===== src/rtl/ex_stage_pkg.sv =====
// Shared widths and opcode encoding for the 8-bit execute stage.
package ex_stage_pkg;
  localparam int DATA_W = 8;
  localparam int REG_AW = 3;
  localparam int OP_W   = 2;

  typedef enum logic [OP_W-1:0] {
    OP_ADD = 2'b00,
    OP_SUB = 2'b01,
    OP_LI  = 2'b10,
    OP_JMP = 2'b11
  } opcode_e;

  // ID/EX slot. A flushed or reset slot has valid=0 and every other field zero.
  typedef struct packed {
    logic              valid;
    opcode_e           op;
    logic [DATA_W-1:0] rd1;
    logic [DATA_W-1:0] rd2;
    logic [DATA_W-1:0] imm;
    logic [REG_AW-1:0] rr1;
    logic [REG_AW-1:0] rr2;
    logic [REG_AW-1:0] wr;
    logic              ws;
  } idex_t;
endpackage


===== src/rtl/ex_stage_alu.sv =====
// Combinational 8-bit ALU: ADD/SUB with carry (borrow on SUB), LI pass-through, JMP yields 0.
module alu8
  import ex_stage_pkg::*;
(
  input  logic [DATA_W-1:0] op1_i,
  input  logic [DATA_W-1:0] op2_i,
  input  logic [DATA_W-1:0] imm_i,
  input  logic [OP_W-1:0]   opcode_i,
  output logic [DATA_W-1:0] result_o,
  output logic              carry_o,
  output logic              zero_o
);
  logic [DATA_W:0] sum;
  logic [DATA_W:0] diff;

  always_comb begin
    sum      = {1'b0, op1_i} + {1'b0, op2_i};
    // The ninth bit of a zero-extended subtraction is set exactly when op1 < op2.
    diff     = {1'b0, op1_i} - {1'b0, op2_i};
    result_o = '0;
    carry_o  = 1'b0;
    case (opcode_i)
      OP_ADD: begin
        result_o = sum[DATA_W-1:0];
        carry_o  = sum[DATA_W];
      end
      OP_SUB: begin
        result_o = diff[DATA_W-1:0];
        carry_o  = diff[DATA_W];
      end
      OP_LI:   result_o = imm_i;
      default: result_o = '0;
    endcase
    zero_o = (result_o == '0);
  end
endmodule


===== src/rtl/ex_stage.sv =====
// Execute stage: ID/EX register, operand forwarding from EX/WB, ALU and condition flags.
module ex_stage
  import ex_stage_pkg::*;
(
  input  logic              clk,
  input  logic              Reset,
  input  logic              stall_in,
  input  logic              flush_in,
  input  logic [OP_W-1:0]   opcodeIn,
  input  logic [DATA_W-1:0] ReadData1In,
  input  logic [DATA_W-1:0] ReadData2In,
  input  logic [REG_AW-1:0] ReadReg1In,
  input  logic [REG_AW-1:0] ReadReg2In,
  input  logic [DATA_W-1:0] ImmIn,
  input  logic [REG_AW-1:0] WriteRegisterIn,
  input  logic              WriteSignalIn,
  input  logic [DATA_W-1:0] FwdDataIn,
  input  logic [REG_AW-1:0] FwdRegIn,
  input  logic              FwdWriteIn,
  output logic [OP_W-1:0]   opcodeOut,
  output logic [DATA_W-1:0] WriteDataOut,
  output logic              WriteSignalOut,
  output logic [REG_AW-1:0] WriteRegisterOut,
  output logic              ZeroFlag,
  output logic              CarryFlag
);
  idex_t             idex_q, idex_d;
  logic              zero_q, zero_d;
  logic              carry_q, carry_d;
  logic [DATA_W-1:0] op1, op2;
  logic [DATA_W-1:0] alu_result;
  logic              alu_carry, alu_zero;
  logic              retire_arith;

  // Register 0 is an ordinary register, so it is forwarded like any other.
  assign op1 = (FwdWriteIn && (FwdRegIn == idex_q.rr1)) ? FwdDataIn : idex_q.rd1;
  assign op2 = (FwdWriteIn && (FwdRegIn == idex_q.rr2)) ? FwdDataIn : idex_q.rd2;

  alu8 u_alu (
    .op1_i    (op1),
    .op2_i    (op2),
    .imm_i    (idex_q.imm),
    .opcode_i (idex_q.op),
    .result_o (alu_result),
    .carry_o  (alu_carry),
    .zero_o   (alu_zero)
  );

  assign retire_arith = !stall_in && idex_q.valid &&
                        ((idex_q.op == OP_ADD) || (idex_q.op == OP_SUB));

  always_comb begin
    idex_d  = idex_q;
    zero_d  = retire_arith ? alu_zero  : zero_q;
    carry_d = retire_arith ? alu_carry : carry_q;
    if (!stall_in) begin
      if (flush_in) begin
        idex_d = '0;
      end else begin
        idex_d.valid = 1'b1;
        idex_d.op    = opcode_e'(opcodeIn);
        idex_d.rd1   = ReadData1In;
        idex_d.rd2   = ReadData2In;
        idex_d.imm   = ImmIn;
        idex_d.rr1   = ReadReg1In;
        idex_d.rr2   = ReadReg2In;
        idex_d.wr    = WriteRegisterIn;
        idex_d.ws    = WriteSignalIn;
      end
    end
  end

  always_ff @(posedge clk) begin
    if (Reset) begin
      idex_q  <= '0;
      zero_q  <= 1'b0;
      carry_q <= 1'b0;
    end else begin
      idex_q  <= idex_d;
      zero_q  <= zero_d;
      carry_q <= carry_d;
    end
  end

  // A stalled cycle presents a bubble downstream while the slot itself is held.
  assign opcodeOut        = stall_in ? {OP_W{1'b0}} : idex_q.op;
  assign WriteSignalOut   = !stall_in && idex_q.ws && (idex_q.op != OP_JMP);
  assign WriteRegisterOut = idex_q.wr;
  assign WriteDataOut     = idex_q.valid ? alu_result : '0;
  assign ZeroFlag         = zero_q;
  assign CarryFlag        = carry_q;
endmodule


===== config.mk =====
export PLATFORM = sky130hd
export DESIGN_NAME = ex_stage
export DESIGN_NICKNAME = d
export VERILOG_FILES = /design/src/rtl/ex_stage_pkg.sv /design/src/rtl/ex_stage_alu.sv /design/src/rtl/ex_stage.sv
export SDC_FILE = /design/constraint.sdc
export NUM_CORES = 1
export LEC_CHECK = 0
export CAP_MARGIN = 20
export CORE_MARGIN = 1
export CORE_UTILIZATION = 40
export CTS_CLUSTER_DIAMETER = 100
export CTS_CLUSTER_SIZE = 12
export DETAILED_ROUTE_END_ITERATION = 8
export GPL_TIMING_DRIVEN = 0
export PLACE_DENSITY = 0.71
export SLEW_MARGIN = 20
export SYNTH_ARGS = -nofsm -noshare
export SYNTH_HDL_FRONTEND = slang
export SYNTH_SLANG_ARGS = --single-unit

===== constraint.sdc =====
create_clock -name clk -period 3.7 [get_ports clk]
set_clock_uncertainty 0.05 [all_clocks]
set_input_delay 0.74 -clock clk [delete_from_list [all_inputs] [get_ports clk]]
set_output_delay 0.74 -clock clk [all_outputs]
set_load 0.1 [all_outputs]

==> impl_metrics.env <==
export IMPL_n_antenna_cell=0
export IMPL_io_pins=68
export IMPL_rsz0062_at_grt="true"
export IMPL_fp_row_count=28
export IMPL_period_minus_slack_ns=4.15
export IMPL_async_reset_ff_frac=0
export IMPL_p_sw_uw=420
export IMPL_synth_most_common_cell="nor2_1"
export IMPL_worst_ep_arrival_time_ns=3.36
export IMPL_busiest_layer="met2"
export IMPL_globalplace_congestion=0.837
export IMPL_ys_ff_latch=39
export IMPL_peakVddDrop_uv=221
export IMPL_worst_pin_slew_ns=1.01
export IMPL_violations="setup timing"
export IMPL_syn_to_final_growth_pct=61.6
export IMPL_die_area_um2=6620
export IMPL_report_final_hold_viol_count=0
export IMPL_port_buffers=66
export IMPL_worstPathMaxFanout=4
export IMPL_design_area_um2=4070
export IMPL_synth_largest_area_cell="dfxtp_1"
export IMPL_wl_mm=8.58
export IMPL_syn_avg_cell_area_um2=8.40
export IMPL_leakage_uw=0.00161
export IMPL_crit_required_ns=2.91
export IMPL_use_met1=0.329
export IMPL_r2r_end="ZeroFlag"
export IMPL_netlist_top_cells_area="dfxtp_1 (31%), a22oi_1 (11%), nor2_1 (8.8%)"
export IMPL_use_met2=0.471
export IMPL_grt_overflow=0
export IMPL_grt_pass1_vias=2677
export IMPL_path_class="in -> out"
export IMPL_p_clk_frac=0.246
export IMPL_yosysWarnings=0
export IMPL_seq_power_share=0.369
export IMPL_synth_common_cells="nor2_1 (59), dfxtp_1 (39), a22oi_1 (36)"
export IMPL_fp_dieW_um=81.4
export IMPL_synthFlopType="dfxtp_1"
export IMPL_clock_path_buffers=2
export IMPL_synth_edf_count=0
export IMPL_seq_area_frac_synth=0.310
export IMPL_swShare=0.347
export IMPL_drive_gt1_frac=0.330
export IMPL_r2r_cells=14
export IMPL_maxCapViolations=0
export IMPL_yosysTopAreaCellShare=0.310
export IMPL_place_area_um2=3360
export IMPL_power_uw=1210
export IMPL_viasPerCell=5.58
export IMPL_clk_pin_slew_ns=0.08
export IMPL_setup_tns_ns=-2.08
export IMPL_detail_route_antenna_nets=0
export IMPL_setup_viol=7
export IMPL_setup_ws_ns=-0.451
export IMPL_status="finished with violations"
export IMPL_synth_cells=300
export IMPL_maxClockFrequency_mhz=241
export IMPL_fill_cells=507
export IMPL_dp_hpwl_mm=5.63
export IMPL_holdPathStages=2
export IMPL_fp_dieH_um=81.4
export IMPL_grt_util_met3=0.0449
export IMPL_core_um2=5990
export IMPL_avgRoutedWirePerCell_um=17.8
export IMPL_final_cell_count_no_fill=481
export IMPL_drtIter0Drc=176
export IMPL_grt_max_degree=14
export IMPL_tritoncts="done"
export IMPL_power_frac_comb=0.384
export IMPL_synthesis_area_um2=2520
export IMPL_pre_cts_ws_ns=-2.37
export IMPL_multi_input_area_um2=1950
export IMPL_drc=0
export IMPL_slew_violations=0
export IMPL_whs_endpoint="idex_q[0]"
export IMPL_numCtsBuffers=5
export IMPL_htreeDepth=2
export IMPL_register_area_um2=781
export IMPL_initial_core_util=0.421
export IMPL_grt_antenna_before_repair=0
export IMPL_ys_types=54
export IMPL_syn_nets=371
export IMPL_r2r_start="idex_q[5]"
export IMPL_cts_root_buf="clkbuf_8"
export IMPL_cts_sinks=39
export IMPL_internal_power_uw=791
export IMPL_r2r_slack_ns=0.41
export IMPL_hp_start="idex_q[0]"
export IMPL_dp_cells=441
export IMPL_timing_final_crit_share=1.12
export IMPL_critPathCaptureType="primary output"
export IMPL_num_vias=2683
export IMPL_hp_class="reg -> reg"
export IMPL_track_usage=0.266
export IMPL_finalNetCount=476
export IMPL_startpoint="FwdRegIn[1]"
export IMPL_power_density_nw_per_um2=297
export IMPL_clk_latency_ns=0.30
export IMPL_cp_start_kind="input pin"
export IMPL_relSlewSlack=0.327
export IMPL_grt_pass1_wl_mm=13.2
export IMPL_first_pass_iters=4
[stage by stage]
stage	util	hold WS [ns]
CTS	0.666	0.475
global route	0.680	0.488
finish	0.680	0.471
floorplan	-	0.424
detailed placement	0.561	0.454
global placement	0.561	0.441
[cells by family after synthesis]
kind of cell,after synthesis,synth area share
adder cells (fa/ha/maj),19,0.100
buffers and inverters,37,0.0625
multiplexers,20,0.0868
XOR/XNOR,11,0.0382
AND/OR/NAND/NOR,91,0.166
AO/OA/AOI/OAI,83,0.236
flip-flops,39,0.310
[flip-flops by register name, indices dropped and copies added, names as in the netlist]
signal	flops
CarryFlag	1
WriteRegisterOut	3
ZeroFlag	1
idex_q	34
[power groups by stage]
stage | clock (uW) | sequential, uW | combinational, uW
after floorplan | 0 | 458 | 221
after global placement | 0 | 456 | 339
after detailed placement | 0 | 456 | 341
after CTS | 301 | 447 | 432
after global routing | 322 | 449 | 493
final | 299 | 448 | 465
[layer usage]
| metal | part of all wire | vias to the layer above |
|---|---|---|
| met1 | 0.44 | 1287 |
| met4 | 0.024 | 0 |
| li1 | - | 1285 |
| met2 | 0.49 | 93 |
| met5 | 0 | - |
| met3 | 0.052 | 18 |
[worst max-delay path by stage]
stage | endpoint | slack [ns] | cells past startpoint
after floorplan | WriteDataOut[5] | -0.52 | 10
after global placement | WriteDataOut[6] | -2.32 | 13
after detailed placement | WriteDataOut[6] | -2.37 | 13
after CTS | WriteDataOut[6] | -0.45 | 13
after global routing | WriteDataOut[6] | -0.54 | 13
final | WriteDataOut[6] | -0.45 | 13
[worst max-delay path, stage by stage]
cell and delay (ns):
buf_8 0.10, xnor2_2 0.15, nand4_1 0.14, buf_6 0.16, mux2_4 0.33, ha_4 0.18, fa_2 0.38, a211oi_4 0.25
o21bai_2 0.11, mux2i_1 0.12, o311a_1 0.37, nor2_4 0.13, buf_12 0.18
[placed cells by master (no fill, tap or decap), types with 3 or more instances in the layout]
| cell type | n |
|---|---|
| a21oi_1 | 9 |
| ha_4 | 7 |
| buf_6 | 5 |
| nor2_4 | 4 |
| nor2_2 | 3 |
| o21ai_1 | 5 |
| nand2_1 | 7 |
| inv_2 | 8 |
| ha_1 | 10 |
| dfxtp_1 | 39 |
| a21oi_2 | 6 |
| buf_12 | 7 |
| mux2i_1 | 3 |
| o21ai_0 | 3 |
| a22oi_1 | 35 |
| clkbuf_8 | 5 |
| clkdlybuf4s50_1 | 54 |
| nor2_1 | 52 |
| inv_1 | 9 |
| xnor2_2 | 6 |
| buf_4 | 34 |
| nand4_1 | 5 |
| clkinvlp_4 | 3 |
| clkbuf_1 | 11 |
| mux2_2 | 7 |
| mux2_4 | 8 |
[layout make-up]
class,instances,area share
multi-input combinational,224,0.479
timing repair buffer,99,0.244
sequential,39,0.192
tap,75,0.0230
buffer,18,0.0224
inverter,18,0.0175
clock buffer,5,0.0169
clock inverter,3,0.00491
[repair_timing]
| item | 4_1_cts | 5_1_grt |
|---|---|---|
| hold buffers | 0 | 0 |
| pin swaps | 30 | 18 |
| resized for setup | 138 | 13 |
| endpoints found under the setup margin | 10 | 8 |
| buffers inserted | 28 | 6 |
Power figures use the tool's default switching activity.
==> patch 1 (same flow settings) <==
The package constant `DATA_W` goes from 8 to 7.
--- a/src/rtl/ex_stage_pkg.sv
+++ b/src/rtl/ex_stage_pkg.sv
@@ -1,6 +1,6 @@
 // Shared widths and opcode encoding for the 8-bit execute stage.
 package ex_stage_pkg;
-  localparam int DATA_W = 8;
+  localparam int DATA_W = 7;
   localparam int REG_AW = 3;
   localparam int OP_W   = 2;
 
Interface: changed (5 resized); port bits go from 68 to 63. No check against the original RTL was run, so the function may have changed too.
==> patch 1 against the unedited design <==
  * The flow still finishes with violations (negative setup slack)
  * Global-route usage down 3.6 points
  * Area after synthesis decreased by 9.4%
  * Critical endpoint unchanged
  * Count of clock-buffer cells in the layout rose by 2
  * Total power down 12%
  * Wire length fell by 20%
  * Highest routed layer unchanged
  * Final area is 12% lower
  * Sequential cell count fell by 3
  * Worst setup slack better by 75 ps
  * Sequential share of layout area rose by 0.85 points
  * Largest power group is now registers
==> patch 1: results (changes against the unedited design) <==
| Metric | Value |
|---|---|
| Status | complete, but fails checks |
| Violations in the final reports | negative setup slack |
| Mapped Nets | 333 (-10%) |
| Count of different cell masters after synthesis | 51 (-5.6%) |
| Fin worst setup slack | -376.1 ps (+75.07 ps) |
| Share of cells above drive strength 1 | 0.2865 (-0.04353) |
| Main area contributors after synthesis | sky130_fd_sc_hd__dfxtp_1, sky130_fd_sc_hd__a22oi_1, sky130_fd_sc_hd__nor2_1 |
| Placement Cell Area | 0.003039 mm2 (-9.6%) |
| Final cell count without fillers | 428 (-11%) |
| Total Nets Final | 419 (-12%) |
| Peak VDD IR | 305.8 uV (+38%) |
| Placed cells | 402 (-8.8%) |
| Leading post-synthesis cells by instance count | sky130_fd_sc_hd__nor2_1, sky130_fd_sc_hd__dfxtp_1, sky130_fd_sc_hd__a22oi_1 |
| Portion of the post-synthesis area used by sequential elements | 0.3154 (+0.005766) |
| Number of port buffers | 61 (-7.6%) |
| Post-Route Hold Slack | 465.4 ps (-6.045 ps) |
| # setup viols final | 6 (-1) |
| DRC marker count from the first detailed-route iteration | 108 (-39%) |
| First-pass GRT wire length | 10,870 um (-18%) |
| Crit Path Max Fanout | 5 (+1) |
| Max FFs per register | 31 (-8.8%) |
| Post-place setup slack | -2062 ps (+309.2 ps) |
| Global routing usage on met3 | 0.03882 (-0.006120) |
| R2R Setup Slk | 220 ps (-190 ps) |
| Via count of the first global-routing pass | 2,295 (-14%) |
| Wire length per cell | 15.99 um (-10%) |
| Transition time at the pin with the least slew margin | 962.8 ps (-43.84 ps) |
| Via total after detailed routing | 2,286 (-15%) |
| Maximum number of pins on one net before global-route repair | 12 (-2) |
==> patch 1: changes by cell type after synthesis, sizes merged, moves of 4 or more <==
cell,delta
nor2,-10
a21oi,-4
a22oi,-4
clkbuf,-4
==> patch 1: worst paths after layout <==
| check | to | start |
|---|---|---|
| max reg2reg | ZeroFlag | idex_q[8] |
| min | CarryFlag | CarryFlag |
| max | WriteDataOut[6] | FwdRegIn[2] |
| min reg2reg | CarryFlag | CarryFlag |
==> patch 1: cells by family after synthesis <==
logic type	synth area share
AO/OA/AOI/OAI	0.2245
flip-flops	0.3154
adder cells (fa/ha/maj)	0.09420
multiplexers	0.08105
buffers and inverters	0.06791
AND/OR/NAND/NOR	0.1785
XOR/XNOR	0.03834
==> patch 1: cell type report <==
class / count / area [um2]
Clock inverter: 1 / 8.758
Sequential cell: 36 / 720.7
Multi-Input combinational cell: 199 / 1705
Fill cell: 463 / 1906
Clock buffer: 7 / 76.32
Timing Repair Buffer: 79 / 835.8
Inverter: 16 / 65.06
Tap cell: 72 / 90.09
Buffer: 18 / 98.84
==> patch 1: layer usage <==
| metal | vias up | share of wire |
|---|---|---|
| met1 | 1077 | 0.45 |
| met2 | 68 | 0.49 |
| met5 | - | 0 |
| li1 | 1129 | - |
| met3 | 12 | 0.042 |
| met4 | 0 | 0.017 |
==> patch 1: power groups by stage <==
stage	logic, mW	registers (mW)	clock network, mW
floorplan	0.192	0.424	0
global placement	0.292	0.422	0
detailed placement	0.295	0.422	0
CTS	0.349	0.414	0.283
global route	0.394	0.416	0.302
finish	0.368	0.415	0.278
==> patch 1: repair_timing <==
item                                   4_1_cts  5_1_grt
buffers inserted                            15        3
endpoints found under the hold margin        0        0
pin swaps                                   21       10
gates resized for setup                    110       16
setup endpoints to repair                   10        9
==> patch 2 (same flow settings) <==
Without the edit above. Reset style: asynchronous (`Reset`), changed in one clocked block.
--- a/src/rtl/ex_stage.sv
+++ b/src/rtl/ex_stage.sv
@@ -70,7 +70,7 @@
     end
   end
 
-  always_ff @(posedge clk) begin
+  always_ff @(posedge clk or posedge Reset) begin
     if (Reset) begin
       idex_q  <= '0;
       zero_q  <= 1'b0;
Formal check against the unedited RTL: differs if Reset is asserted again (counterexample within 4 cycles, from zero or initial values and one cycle with Reset high); with Reset held inactive, the same outputs for 10 cycles.
==> patch 2 against the unedited design <==
  * Maximum frequency shrank 2.5%
  * Critical path type unchanged
  * Area after synthesis grew 6.1%
  * Sequential cell count is the same
  * Largest cell class unchanged
  * Final area grew 3.0%
  * First-iteration DRC count shrank 35%
  * Worst setup slack lost 110 ps
  * Count of clock-buffer cells in the layout grew 1
  * Wire length shrank 7.1%
  * Register-to-register slack lost 120 ps
  * Highest routed layer unchanged
  * The run still ends with negative setup slack left
  * Total power grew 39%
  * Sequential power grew 8.7%
==> patch 2: results (changes against the unedited design) <==
| Metric | Value |
|---|---|
| Via-per-instance ratio | 5.677 (+1.8%) |
| Crit Path Max Fanout | 3 (-1) |
| Via count of the first global-routing pass | 2,511 (-6.2%) |
| Setup tns final | -2848 ps (-765.9 ps) |
| Share of cells above drive strength 1 | 0.3343 (+0.004213) |
| Status | complete, but fails checks |
| Multiplexer fraction of the synthesized cell area | 0.07811 (-0.008738) |
| Number of synthesis warnings | 0 (unchanged) |
| Main area contributors after synthesis | sky130_fd_sc_hd__dfrtp_1, sky130_fd_sc_hd__a22o_1, sky130_fd_sc_hd__ha_1 |
| Arrival time at the worst endpoint | 3470 ps (+110 ps) |
| Mapped Nets | 336 (-9.4%) |
| Leading post-synthesis cells by instance count | sky130_fd_sc_hd__dfrtp_1, sky130_fd_sc_hd__a22o_1, sky130_fd_sc_hd__inv_1 |
| Global-route track usage on met1 | 0.2978 (-0.03168) |
| Ys async rst share | 1.000 (+1.000) |
| DRC marker count from the first detailed-route iteration | 115 (-35%) |
| Insertion delay of the later-clocked pin in the worst-skew pair | 300 ps (about the same) |
| GPL Wtd Cong | 0.8689 (+3.9%) |
| CTS buffer count | 5 (unchanged) |
| Number of antenna violations at the first check in global routing | 0 (unchanged) |
| Transition time at the pin with the least slew margin | 973.8 ps (-32.81 ps) |
| Total track usage | 0.2271 (-0.03899) |
| H-tree Lvls | 2 (unchanged) |
| Fin worst setup slack | -557.0 ps (-105.8 ps) |
| Global routing usage on met2 | 0.3799 (-0.09094) |
| Wire length per cell | 18.28 um (+2.5%) |
| Synthesized-area fraction occupied by adder cells | 0.09448 (-0.005767) |
| Maximum number of pins on one net before global-route repair | 21 (+7) |
| Count of different cell masters after synthesis | 56 (+3.7%) |
| Peak VDD IR | 404.1 uV (+83%) |
| Cell at the root of the clock tree | sky130_fd_sc_hd__clkbuf_8 |
| Total Nets Final | 429 (-9.9%) |
| Complex-gate fraction of the synthesized area | 0.2582 (+0.02196) |
| Detailed Place HPWL | 5612 um (-0.32%) |
| Global routing usage on met3 | 0.03956 (-0.005379) |
| First-pass GRT wire length | 12,700 um (-3.8%) |
| Clock Path Buffers | 2 (unchanged) |
| Class of the tightest hold or removal check | register to register |
| # setup viols final | 7 (unchanged) |
| Clock slew at reported path FFs | 80 ps (about the same) |
| Post-place setup slack | -2247 ps (+124.4 ps) |
| Portion of the post-synthesis area used by sequential elements | 0.3648 (+0.05515) |
| Share of the synthesized netlist area taken by xor and xnor gates | 0.02619 (-0.01202) |
| Ant diodes | 0 (unchanged) |
| Violations in the final reports | negative setup slack |
| P_leak | 1.786 nW (+11%) |
==> patch 2: cell types whose count changed in the layout (fill, tap and decap cells not counted), moves of 4 or more <==
cell,delta
sky130_fd_sc_hd__a21oi_2,-4
sky130_fd_sc_hd__nor2_1,-43
sky130_fd_sc_hd__nand2_1,+4
sky130_fd_sc_hd__a22oi_1,-35
sky130_fd_sc_hd__o21ai_1,-5
sky130_fd_sc_hd__dfxtp_1,-39
sky130_fd_sc_hd__buf_4,-12
sky130_fd_sc_hd__dfrtp_1,+39
sky130_fd_sc_hd__a22o_1,+35
sky130_fd_sc_hd__nor3_1,+4
sky130_fd_sc_hd__inv_2,-5
sky130_fd_sc_hd__a21oi_4,+4
sky130_fd_sc_hd__inv_1,+8
==> patch 2: power by group <==
group          internal (mW)  switching [mW]
clock network          0.218           0.161
logic                  0.359           0.464
registers              0.461          0.0264
==> patch 2: layer usage <==
metal	routed length, um	vias up
li1	-	1167
met1	3460	1201
met2	3890	90
met3	440	17
met4	177	0
met5	0	-
==> patch 2: worst paths after layout <==
kind	startpoint	end	slack (ps)	depth (start not counted)
min in group asynchronous	Reset	WriteRegisterOut[0]	740	2
worst min register to register	ZeroFlag	ZeroFlag	450	2
worst max-delay path	FwdRegIn[0]	WriteDataOut[4]	-560	13
worst max register to register	idex_q[4]	ZeroFlag	290	13
worst min-delay path	ZeroFlag	ZeroFlag	450	2
max in group asynchronous	Reset	idex_q[16]	2400	3
==> patch 2: critical path: stages <==
cell	delay, ps
sky130_fd_sc_hd__buf_6	110
sky130_fd_sc_hd__xnor2_2	130
sky130_fd_sc_hd__nand4_1	160
sky130_fd_sc_hd__buf_4	180
sky130_fd_sc_hd__mux2_4	330
sky130_fd_sc_hd__ha_4	180
sky130_fd_sc_hd__fa_2	390
sky130_fd_sc_hd__a21oi_4	240
sky130_fd_sc_hd__nor3_4	60
sky130_fd_sc_hd__or4_4	490
sky130_fd_sc_hd__a31oi_4	210
sky130_fd_sc_hd__nor2_4	60
sky130_fd_sc_hd__buf_12	180
==> patch 2: area by class of cell <==
type                    instances  area (um2)
inverters                      20       75.07
fillers                       508        2190
plain buffers                  16       90.09
repair buffers                 88       923.4
clock buffers                   6       82.58
well taps                      77       96.34
flip-flops and latches         39       975.9
clock inverters                 2       35.03
multi-input cells             188        1918
==> patch 2: what timing repair did <==
action                     CTS  global route
resized for setup          113            19
pin swaps                   21            21
setup endpoints to repair   10             7
buffers inserted            11            10
gates cloned                 0             0
==> patch 2: through the flow <==
stage,utilization,power [mW],cell area [um2],instances
after detailed placement,0.5617,1.155,3587,409
after CTS,0.6305,1.630,4026,426
after floorplan,-,0.9752,2803,265
after global routing,0.6571,1.768,4197,436
final,0.6571,1.689,4197,436
after global placement,0.5574,1.141,3560,408
